$ cat src/rtl/rv32_fetch.sv
`default_nettype none
// ---------------------------------------------------------------------------
// rv32_fetch : RV32 instruction fetch with 2-entry credit-limited queue,
//              redirect flush/discard and halt-word stop.   Rev 1.0
// ---------------------------------------------------------------------------
module rv32_fetch #(
  parameter logic [31:0] RESET_PC = 32'h0000_0000
) (
  input  logic        clk,
  input  logic        rst_n,
  output logic        imem_req,
  output logic [31:0] imem_addr,
  input  logic        imem_ready,
  input  logic        imem_rvalid,
  input  logic [31:0] imem_rdata,
  input  logic        redirect_valid,
  input  logic [31:0] redirect_pc,
  input  logic        id_ready,
  output logic        if_valid,
  output logic [31:0] code_bus,
  output logic [31:0] if_pc,
  output logic        halted
);

  localparam logic [0:0]  ST_RUN    = 1'b0;
  localparam logic [0:0]  ST_HALT   = 1'b1;
  localparam logic [31:0] NOP_WORD  = 32'h0000_0013;
  localparam logic [31:0] HALT_WORD = 32'hFFFF_FFFF;

  logic [0:0]       state_q, state_d;
  logic [31:0]      fetch_pc_q, fetch_pc_d;
  logic [31:0]      tail_pc_q, tail_pc_d;
  logic [1:0][31:0] word_q, word_d;
  logic [1:0][31:0] pc_q, pc_d;
  logic             rd_ptr_q, rd_ptr_d;
  logic             wr_ptr_q, wr_ptr_d;
  logic [1:0]       count_q, count_d;
  logic [1:0]       inflight_q, inflight_d;
  logic [1:0]       discard_q, discard_d;

  logic        issue;
  logic        enq;
  logic        deq;
  logic [31:0] redirect_aligned;
  logic        unused_redirect_lsbs;

  assign redirect_aligned     = {redirect_pc[31:2], 2'b00};
  assign unused_redirect_lsbs = ^redirect_pc[1:0];

  // Credit: buffered plus outstanding words may never exceed the queue depth.
  assign imem_req  = rst_n && (state_q == ST_RUN) && !redirect_valid &&
                     (({1'b0, count_q} + {1'b0, inflight_q}) < 3'd2);
  assign imem_addr = fetch_pc_q;
  assign issue     = imem_req && imem_ready;

  assign if_valid = (count_q != 2'd0);
  assign code_bus = if_valid ? word_q[rd_ptr_q] : NOP_WORD;
  assign if_pc    = if_valid ? pc_q[rd_ptr_q] : 32'h0000_0000;
  assign halted   = (state_q == ST_HALT);

  assign enq = imem_rvalid && (discard_q == 2'd0);
  assign deq = if_valid && id_ready;

  always_comb begin
    state_d    = state_q;
    fetch_pc_d = fetch_pc_q;
    tail_pc_d  = tail_pc_q;
    word_d     = word_q;
    pc_d       = pc_q;
    rd_ptr_d   = rd_ptr_q;
    wr_ptr_d   = wr_ptr_q;
    count_d    = count_q;
    inflight_d = inflight_q;
    discard_d  = discard_q;

    if (redirect_valid) begin
      // Everything still outstanding belongs to the old path, except a response
      // landing this very cycle, which the flush swallows directly.
      fetch_pc_d = redirect_aligned;
      tail_pc_d  = redirect_aligned;
      rd_ptr_d   = 1'b0;
      wr_ptr_d   = 1'b0;
      count_d    = 2'd0;
      inflight_d = inflight_q - {1'b0, imem_rvalid};
      discard_d  = inflight_q - {1'b0, imem_rvalid};
      state_d    = ST_RUN;
    end else begin
      if (issue) begin
        fetch_pc_d = fetch_pc_q + 32'd4;
      end
      inflight_d = inflight_q + {1'b0, issue} - {1'b0, imem_rvalid};
      if (imem_rvalid && (discard_q != 2'd0)) begin
        discard_d = discard_q - 2'd1;
      end
      if (enq) begin
        word_d[wr_ptr_q] = imem_rdata;
        pc_d[wr_ptr_q]   = tail_pc_q;
        wr_ptr_d         = ~wr_ptr_q;
        tail_pc_d        = tail_pc_q + 32'd4;
      end
      if (deq) begin
        rd_ptr_d = ~rd_ptr_q;
        if (word_q[rd_ptr_q] == HALT_WORD) begin
          state_d = ST_HALT;
        end
      end
      count_d = count_q + {1'b0, enq} - {1'b0, deq};
    end
  end

  always_ff @(posedge clk or negedge rst_n) begin
    if (!rst_n) begin
      state_q    <= ST_RUN;
      fetch_pc_q <= RESET_PC;
      tail_pc_q  <= RESET_PC;
      word_q     <= '0;
      pc_q       <= '0;
      rd_ptr_q   <= 1'b0;
      wr_ptr_q   <= 1'b0;
      count_q    <= 2'd0;
      inflight_q <= 2'd0;
      discard_q  <= 2'd0;
    end else begin
      state_q    <= state_d;
      fetch_pc_q <= fetch_pc_d;
      tail_pc_q  <= tail_pc_d;
      word_q     <= word_d;
      pc_q       <= pc_d;
      rd_ptr_q   <= rd_ptr_d;
      wr_ptr_q   <= wr_ptr_d;
      count_q    <= count_d;
      inflight_q <= inflight_d;
      discard_q  <= discard_d;
    end
  end

endmodule
`default_nettype wire

$ cat config.mk
export PLATFORM = sky130hd
export DESIGN_NAME = rv32_fetch
export DESIGN_NICKNAME = d
export VERILOG_FILES = /design/src/rtl/rv32_fetch.sv
export SDC_FILE = /design/constraint.sdc
export NUM_CORES = 1
export LEC_CHECK = 0
export ABC_AREA = 1
export BUFFER_PORTS_ARGS = -buffer_cell sky130_fd_sc_hd__buf_2
export CORE_ASPECT_RATIO = 1.75
export CORE_MARGIN = 8
export CORE_UTILIZATION = 30
export CTS_CLUSTER_DIAMETER = 150
export DETAILED_ROUTE_END_ITERATION = 7
export PLACE_DENSITY = 0.52
export SYNTH_ARGS = -nofsm -noshare
export SYNTH_HDL_FRONTEND = slang
export SYNTH_SLANG_ARGS = --single-unit
$ cat constraint.sdc
create_clock -name clk -period 3.3 [get_ports clk]
set_clock_uncertainty 0.2 [all_clocks]
set_input_delay 0 -clock clk [delete_from_list [all_inputs] [get_ports clk]]
set_output_delay 0 -clock clk [all_outputs]
set_load 0.02 [all_outputs]
Word-level counts from Yosys, hierarchy flattened. Index checks and enable logic that the tools add are counted.

Memories kept: 0. Bits in read-only memories: 0. Word-level logic and storage cells: 74. Register bits after elaboration: 201. Memory bits (writable): 0. Bits in latches: 0.

Shift operators: 0. Muxes and demuxes: 25. Bitwise operators: 4. Div/mod/pow operators: 0. Eq/ne operators: 1. Add/sub/neg operators: 9. $mul: 0. Order comparisons: 4. Reductions and logical operators: 19.

Operators by type and width (number): $mux 32 (11); $bwmux 64 (2); $add 32x3->32 const B (2); $demux 32 s1 (1); $eq 32x32->1 const B (1); $reduce_bool 2->1 (7); $logic_and 1x1->1 (8); $mux 2 (4); $mux 1 (7); $sub 2x1->2 (3); $add 2x1->2 (2); $lt 1x2->1 const B (2); $not 1->1 (4); $reduce_and 2->1 (2); $add 2x2->3 (1); $lt 3x2->1 const B (1); $logic_not 2->1 (1); $sub 2x1->2 const B (1); $ge 1x1->1 const B (1); $logic_not 1->1 (1).

Longest topological paths before layout.
Word-level depth: 8. Gate-level depth with buffers: 12. Mapped depth without buffers: 11.

Least setup slack after synthesis. Ideal clock, no wire load.

Kind: register -> register. Start point: reg count_q[0]. End point: reg inflight_q[1]. Cell stages (with the launch flop): 13. Clock period less this slack: 2469 ps. Library setup time: 136 ps. Required time: 2964 ps. Setup slack: 831 ps. Arrival time: 2132 ps. Cell sequence: dfrtp_1 -> nand2_1 -> inv_1 -> fa_1 -> nor2_1 -> nand4_1 -> buf_6 -> ha_1 -> inv_1 -> ha_1 -> xor2_1 -> xnor2_1 -> o21ai_0.

Word-level cells in the longest chain between the ends: 7.

Ends and longest elaborated chain: start: declaration (line 37) `logic [1:0] count_q, count_d;`; start signal: assignment (line 131) `count_q <= count_d;`; $add 2x2->3 (line 52) `(({1'b0, count_q} + {1'b0, inflight_q}) < 3'd2);`; $lt 3x2->1 (line 52); $logic_and 1x1->1 (line 51) `assign imem_req = rst_n && (state_q == ST_RUN) && !redirect_valid &&`; $logic_and 1x1->1 (line 54) `assign issue = imem_req && imem_ready;`; $add 2x1->2 (line 91) `inflight_d = inflight_q + {1'b0, issue} - {1'b0, imem_rvalid};`; $sub 2x1->2 (line 91); $mux 2 (line 76) `if (redirect_valid) begin`; via inflight_d[1] (line 38) `logic [1:0] inflight_q, inflight_d;`; end signal: assignment (line 132) `inflight_q <= inflight_d;`; end: declaration (line 38).

The timed path passes the listed nets, and every way through them passes these cells. A chain may end at the register's enable or synchronous reset.

Worst setup path in the final report.
Start point: reg inflight_q[0]. End point: reg fetch_pc_q[4] (netlist: imem_addr[4]).

Word-level cells in the longest chain between the ends: 5.

Ends and longest elaborated chain: $add 2x2->3 (line 52); $lt 3x2->1 (line 52); $logic_and 1x1->1 (line 51); $logic_and 1x1->1 (line 54); $reduce_bool 2->1 (no source line); end signal: assignment (line 125) `fetch_pc_q <= fetch_pc_d;`; end: declaration (line 31) `logic [31:0] fetch_pc_q, fetch_pc_d;`.

Every way passes these cells.

==> qor_table.md <==
| Group | Item | This run |
| --- | --- | --- |
| timing | WHS | 0.132 ns |
| synth | Cell type with the largest total area after synthesis | sky130_fd_sc_hd__dfrtp_1 |
| min path | Class of the tightest hold or removal check | input pin to async pin |
| finish | Fraction of final layout cells with drive strength greater than 1 | 0.157 |
| floorplanning | Core Area | 34,200 um^2 |
| floorplanning | Die area | 40,900 um^2 |
| floorplanning | FP Rows | 90 |
| grt | Global-route usage over all layers | 0.163 |
| critical path | Worst Setup End Kind | flop |
| synth | Gate count after technology mapping | 1,399 |
| synth | Synthesized area | 10,300 um^2 |
| synth | Number of flops mapped to enable cells by yosys | 0 |
| synth | Count of distinct cell types in the synthesized netlist | 42 |
| synth | Async set-or-reset flop fraction in the synthesized netlist | 1.00 |
| drt | DRC violation count after routing | 0 |
| drt | Vias/cell | 4.63 |
| flow run | # Max-Cap Violations | 0 |
| synth | Top-area cell type share of the netlist area | 0.467 |
| synth | Most used flip-flop cell after synthesis | sky130_fd_sc_hd__dfrtp_1 |
| critical path | Slack of the worst reg-to-reg path | 0.59 ns |
| synth | Leading cell types by count after synthesis | sky130_fd_sc_hd__nand2_1 (471), sky130_fd_sc_hd__dfrtp_1 (193), sky130_fd_sc_hd__inv_1 (159) |
| finish | Nets | 1,682 |
| grt | Largest net degree at the start of global routing | 188 |
| finish | Ant diodes | 0 |
| critical path | Slowest stage cell, crit path | sky130_fd_sc_hd__dlygate4sd3_1 |
| power and ir drop | Switching power of the nets | 3660 uW |
| clocking | Num CTS Buffers | 17 |
| floorplanning | Top Ports | 169 |
| grt | Number of antenna violations at the first check in global routing | 0 |
| clocking | CTS Buffer Depth | 2 |
| drt | Pre-Repair DR Iteration Count | 5 |
| power and ir drop | Maximum vdd drop | 0.386 mV |
| placement | Post-detailed-placement half-perimeter wirelength | 23,600 um |
| clocking | Clock transition at path regs | 0.07 ns |
| drt | Aggregate routed wire length | 32,800 um |
| drt | Number of violations reported at the end of detailed-routing iteration 0 | 476 |
| power and ir drop | Total power divided by cell area | 712 nW/um^2 |
| critical path | Cell chain of the critical path | nand2_1 -> inv_1 -> fa_1 -> nor2_1 -> nand4_1 -> inv_4 -> a21oi_1 -> o21ai_0 -> dlygate4sd3_1 |
| power and ir drop | Share of total power consumed by net switching | 0.398 |
| finish | Synthesis-to-layout area growth | 24.8% |
| floorplanning | Initial cell density of the core | 0.302 |
| placement | Area post-placement | 11,600 um^2 |
| synth | Cell types with the largest area share after synthesis | sky130_fd_sc_hd__dfrtp_1 (47%), sky130_fd_sc_hd__nand2_1 (17%), sky130_fd_sc_hd__o21ai_0 (7.6%), sky130_fd_sc_hd__inv_1 (5.8%), sky130_fd_sc_hd__nor2_1 (3.2%) |
| finish | Final standard cell count with taps included and fillers excluded | 2,076 |
| timing | Max Transition Viols Final | 0 |
| timing | Part of the cycle the worst path needs | 0.822 |
| drt | Via count | 9,615 |
| clocking | TritonCTS sink count | 193 |
| power and ir drop | Combinational share of power | 0.359 |
| synth | Number of flip-flops and latches in the synthesized netlist | 193 |
| synth | Average cell area after synthesis | 7.39 um^2 |
| timing | Setup Total Neg Slack | 0 ns |
| critical path | CP max FO | 19 |
| grt | Via count of the first global-routing pass | 9,430 |
| finish | Fillers | 3,696 |
| timing | Fmax | 0.368 GHz |
| synth | Proportion of synthesized chip area in sequential cells | 0.467 |
| power and ir drop | Static leakage | 0.00648 uW |
| timing | Final worst path period need | 2.71 ns |
| clocking | Worst-skew pair later-pin latency | 0.45 ns |
| placement | Count of input and output buffers | 162 |
| clocking | CTS tree | built |
| timing | Hold Vio Cnt, Final | 0 |
| timing | Slew at the pin closest to its max-slew limit | 1.06 ns |
| critical path | Data required time of the critical path | 3.49 ns |
| clocking | CTS root buffer | sky130_fd_sc_hd__clkbuf_16 |
| timing | Final setup violation count | 0 |
| floorplanning | Chip height | 262 um |
| clocking | Number of buffers inserted to repair setup after CTS | 0 |
| critical path | Startpoint-to-endpoint class of the critical path | flop to flop |
| floorplanning | Die Span X | 156 um |
| power and ir drop | Post-route total power | 9200 uW |
| drt | Wire length per cell after detailed routing | 15.8 um |
| placement | Routability Congestion | 0.857 |
| clocking | Cts hold-fix bufs | 69 |
| grt | Congestion Overflow GR | 0 |
| timing | RSZ-0062 raised after global routing | false |
| critical path | Worst path arrival time | 2.90 ns |
| grt | Global-route wire length before repair | 51,300 um |
| synth | Number of warning messages in the yosys log | 0 |
| clocking | Number of H-tree levels | 4 |
| power and ir drop | Reg power frac | 0.400 |
| synth | Cell with the most instances after synthesis | sky130_fd_sc_hd__nand2_1 |
| critical path | Kind of start point of the critical path | flop |
| placement | Cell count after placement | 1,975 |
| power and ir drop | Clk network pwr share | 0.241 |
| finish | Cell area after layout | 12,900 um^2 |
| timing | Slew headroom | 0.292 |
| power and ir drop | Internal Power | 5540 uW |
| drt | Post-DRT Antenna Nets | 0 |
| clocking | Resized cells post-CTS | 0 |
| critical path | Delay contributed by the slowest stage of the critical path | 0.56 ns |
| run status | Outcome | complete, no violations |
registers in the layout, indices dropped and copies added, names as in the netlist, 2 cells and up:
name and cells:
count_q 2, discard_q 2, imem_addr 30, inflight_q 2, pc_q 60, tail_pc_q 30
word_q 64
final cells by class:
cell class / count / area, um^2 / area share
multi-input combinational: 973 / 4570 / 0.354
sequential: 193 / 4830 / 0.374
clock inverter: 11 / 154 / 0.0119
inverter: 172 / 651 / 0.0504
tap: 460 / 576 / 0.0446
timing repair buffer: 246 / 1660 / 0.129
clock buffer: 21 / 470 / 0.0364
logic make-up (layout without fill, tap and decap cells):
family	count (synthesis)	count (layout)	synth area share
AOI/OAI and AO/OA	266	266	0.137
other	1	4	0.000363
and+or+nand+nor	674	674	0.273
xor gates and xnor gates	20	20	0.0169
DFF	193	193	0.467
buffers and inverters	236	450	0.0937
adders and majority gates	9	9	0.0116
layer usage:
metal,routed length [um],vias up,GRT usage
met2,17300,244,0.298
li1,-,4824,-
met5,0,-,0
met4,935,0,0.0692
met3,1360,46,0.0312
met1,13300,4501,0.180
placed cells by master, fill, tap and decap left out, types with 2 or more instances in the layout:
cell type,netlist,routed
sky130_fd_sc_hd__nand2_4,2,4
sky130_fd_sc_hd__xnor2_1,3,3
sky130_fd_sc_hd__nand2_2,10,9
sky130_fd_sc_hd__clkbuf_16,0,17
sky130_fd_sc_hd__nor2_4,9,9
sky130_fd_sc_hd__clkbuf_8,0,4
sky130_fd_sc_hd__o221ai_1,4,4
sky130_fd_sc_hd__bufinv_16,0,3
sky130_fd_sc_hd__clkinv_4,0,4
sky130_fd_sc_hd__conb_1,1,4
sky130_fd_sc_hd__buf_2,25,161
sky130_fd_sc_hd__a21oi_1,58,58
sky130_fd_sc_hd__a31oi_1,3,3
sky130_fd_sc_hd__nor2_8,2,2
sky130_fd_sc_hd__nand2_1,471,470
sky130_fd_sc_hd__xor2_1,17,17
sky130_fd_sc_hd__o21bai_1,10,10
sky130_fd_sc_hd__buf_4,8,12
sky130_fd_sc_hd__buf_12,0,3
sky130_fd_sc_hd__dfrtp_1,193,192
sky130_fd_sc_hd__nand4_1,14,14
sky130_fd_sc_hd__clkinvlp_4,0,2
sky130_fd_sc_hd__inv_2,10,10
sky130_fd_sc_hd__inv_4,2,2
sky130_fd_sc_hd__o211ai_1,12,12
sky130_fd_sc_hd__nor2_2,5,5
sky130_fd_sc_hd__dlygate4sd3_1,0,69
sky130_fd_sc_hd__inv_1,159,159
sky130_fd_sc_hd__o21ai_0,156,156
sky130_fd_sc_hd__ha_1,8,8
sky130_fd_sc_hd__nand3_1,56,56
sky130_fd_sc_hd__nor2_1,87,87
sky130_fd_sc_hd__o21ai_1,19,19
sky130_fd_sc_hd__nor3_1,13,13
per-stage QoR:
stage | setup slack [ns] | utilization
after floorplan | 0.831 | -
after global placement | 0.629 | 0.339
after detailed placement | 0.635 | 0.339
after CTS | 0.573 | 0.377
after global routing | 0.404 | 0.377
final | 0.586 | 0.377
critical path, delay by kind of cell (launching register included):
kind            cells  cell delay [ns]
compound gates      2             0.23
fa+ha+maj           1             0.43
buf+inv             3             0.90
flops               1             0.40
simple gates        3             0.50
power groups by stage:
stage | logic (uW) | clock network [uW] | registers [uW]
floorplan | 2210 | 0 | 3660
global placement | 3250 | 0 | 3690
detailed placement | 3300 | 0 | 3710
CTS | 3380 | 2280 | 3670
global route | 3770 | 2380 | 3790
finish | 3300 | 2220 | 3680
worst paths after layout:
kind	start	to	cells after the start
max	inflight_q[0]	imem_addr[4]	9
min	rst_n	discard_q[0]	3
max reg2reg	inflight_q[0]	imem_addr[4]	9
min reg2reg	word_q[48]	word_q[48]	2
max in group asynchronous	rst_n	rd_ptr_q	3
min in group clk	redirect_pc[16]	imem_addr[16]	4
Note: power is estimated with default switching activity, not from simulation.
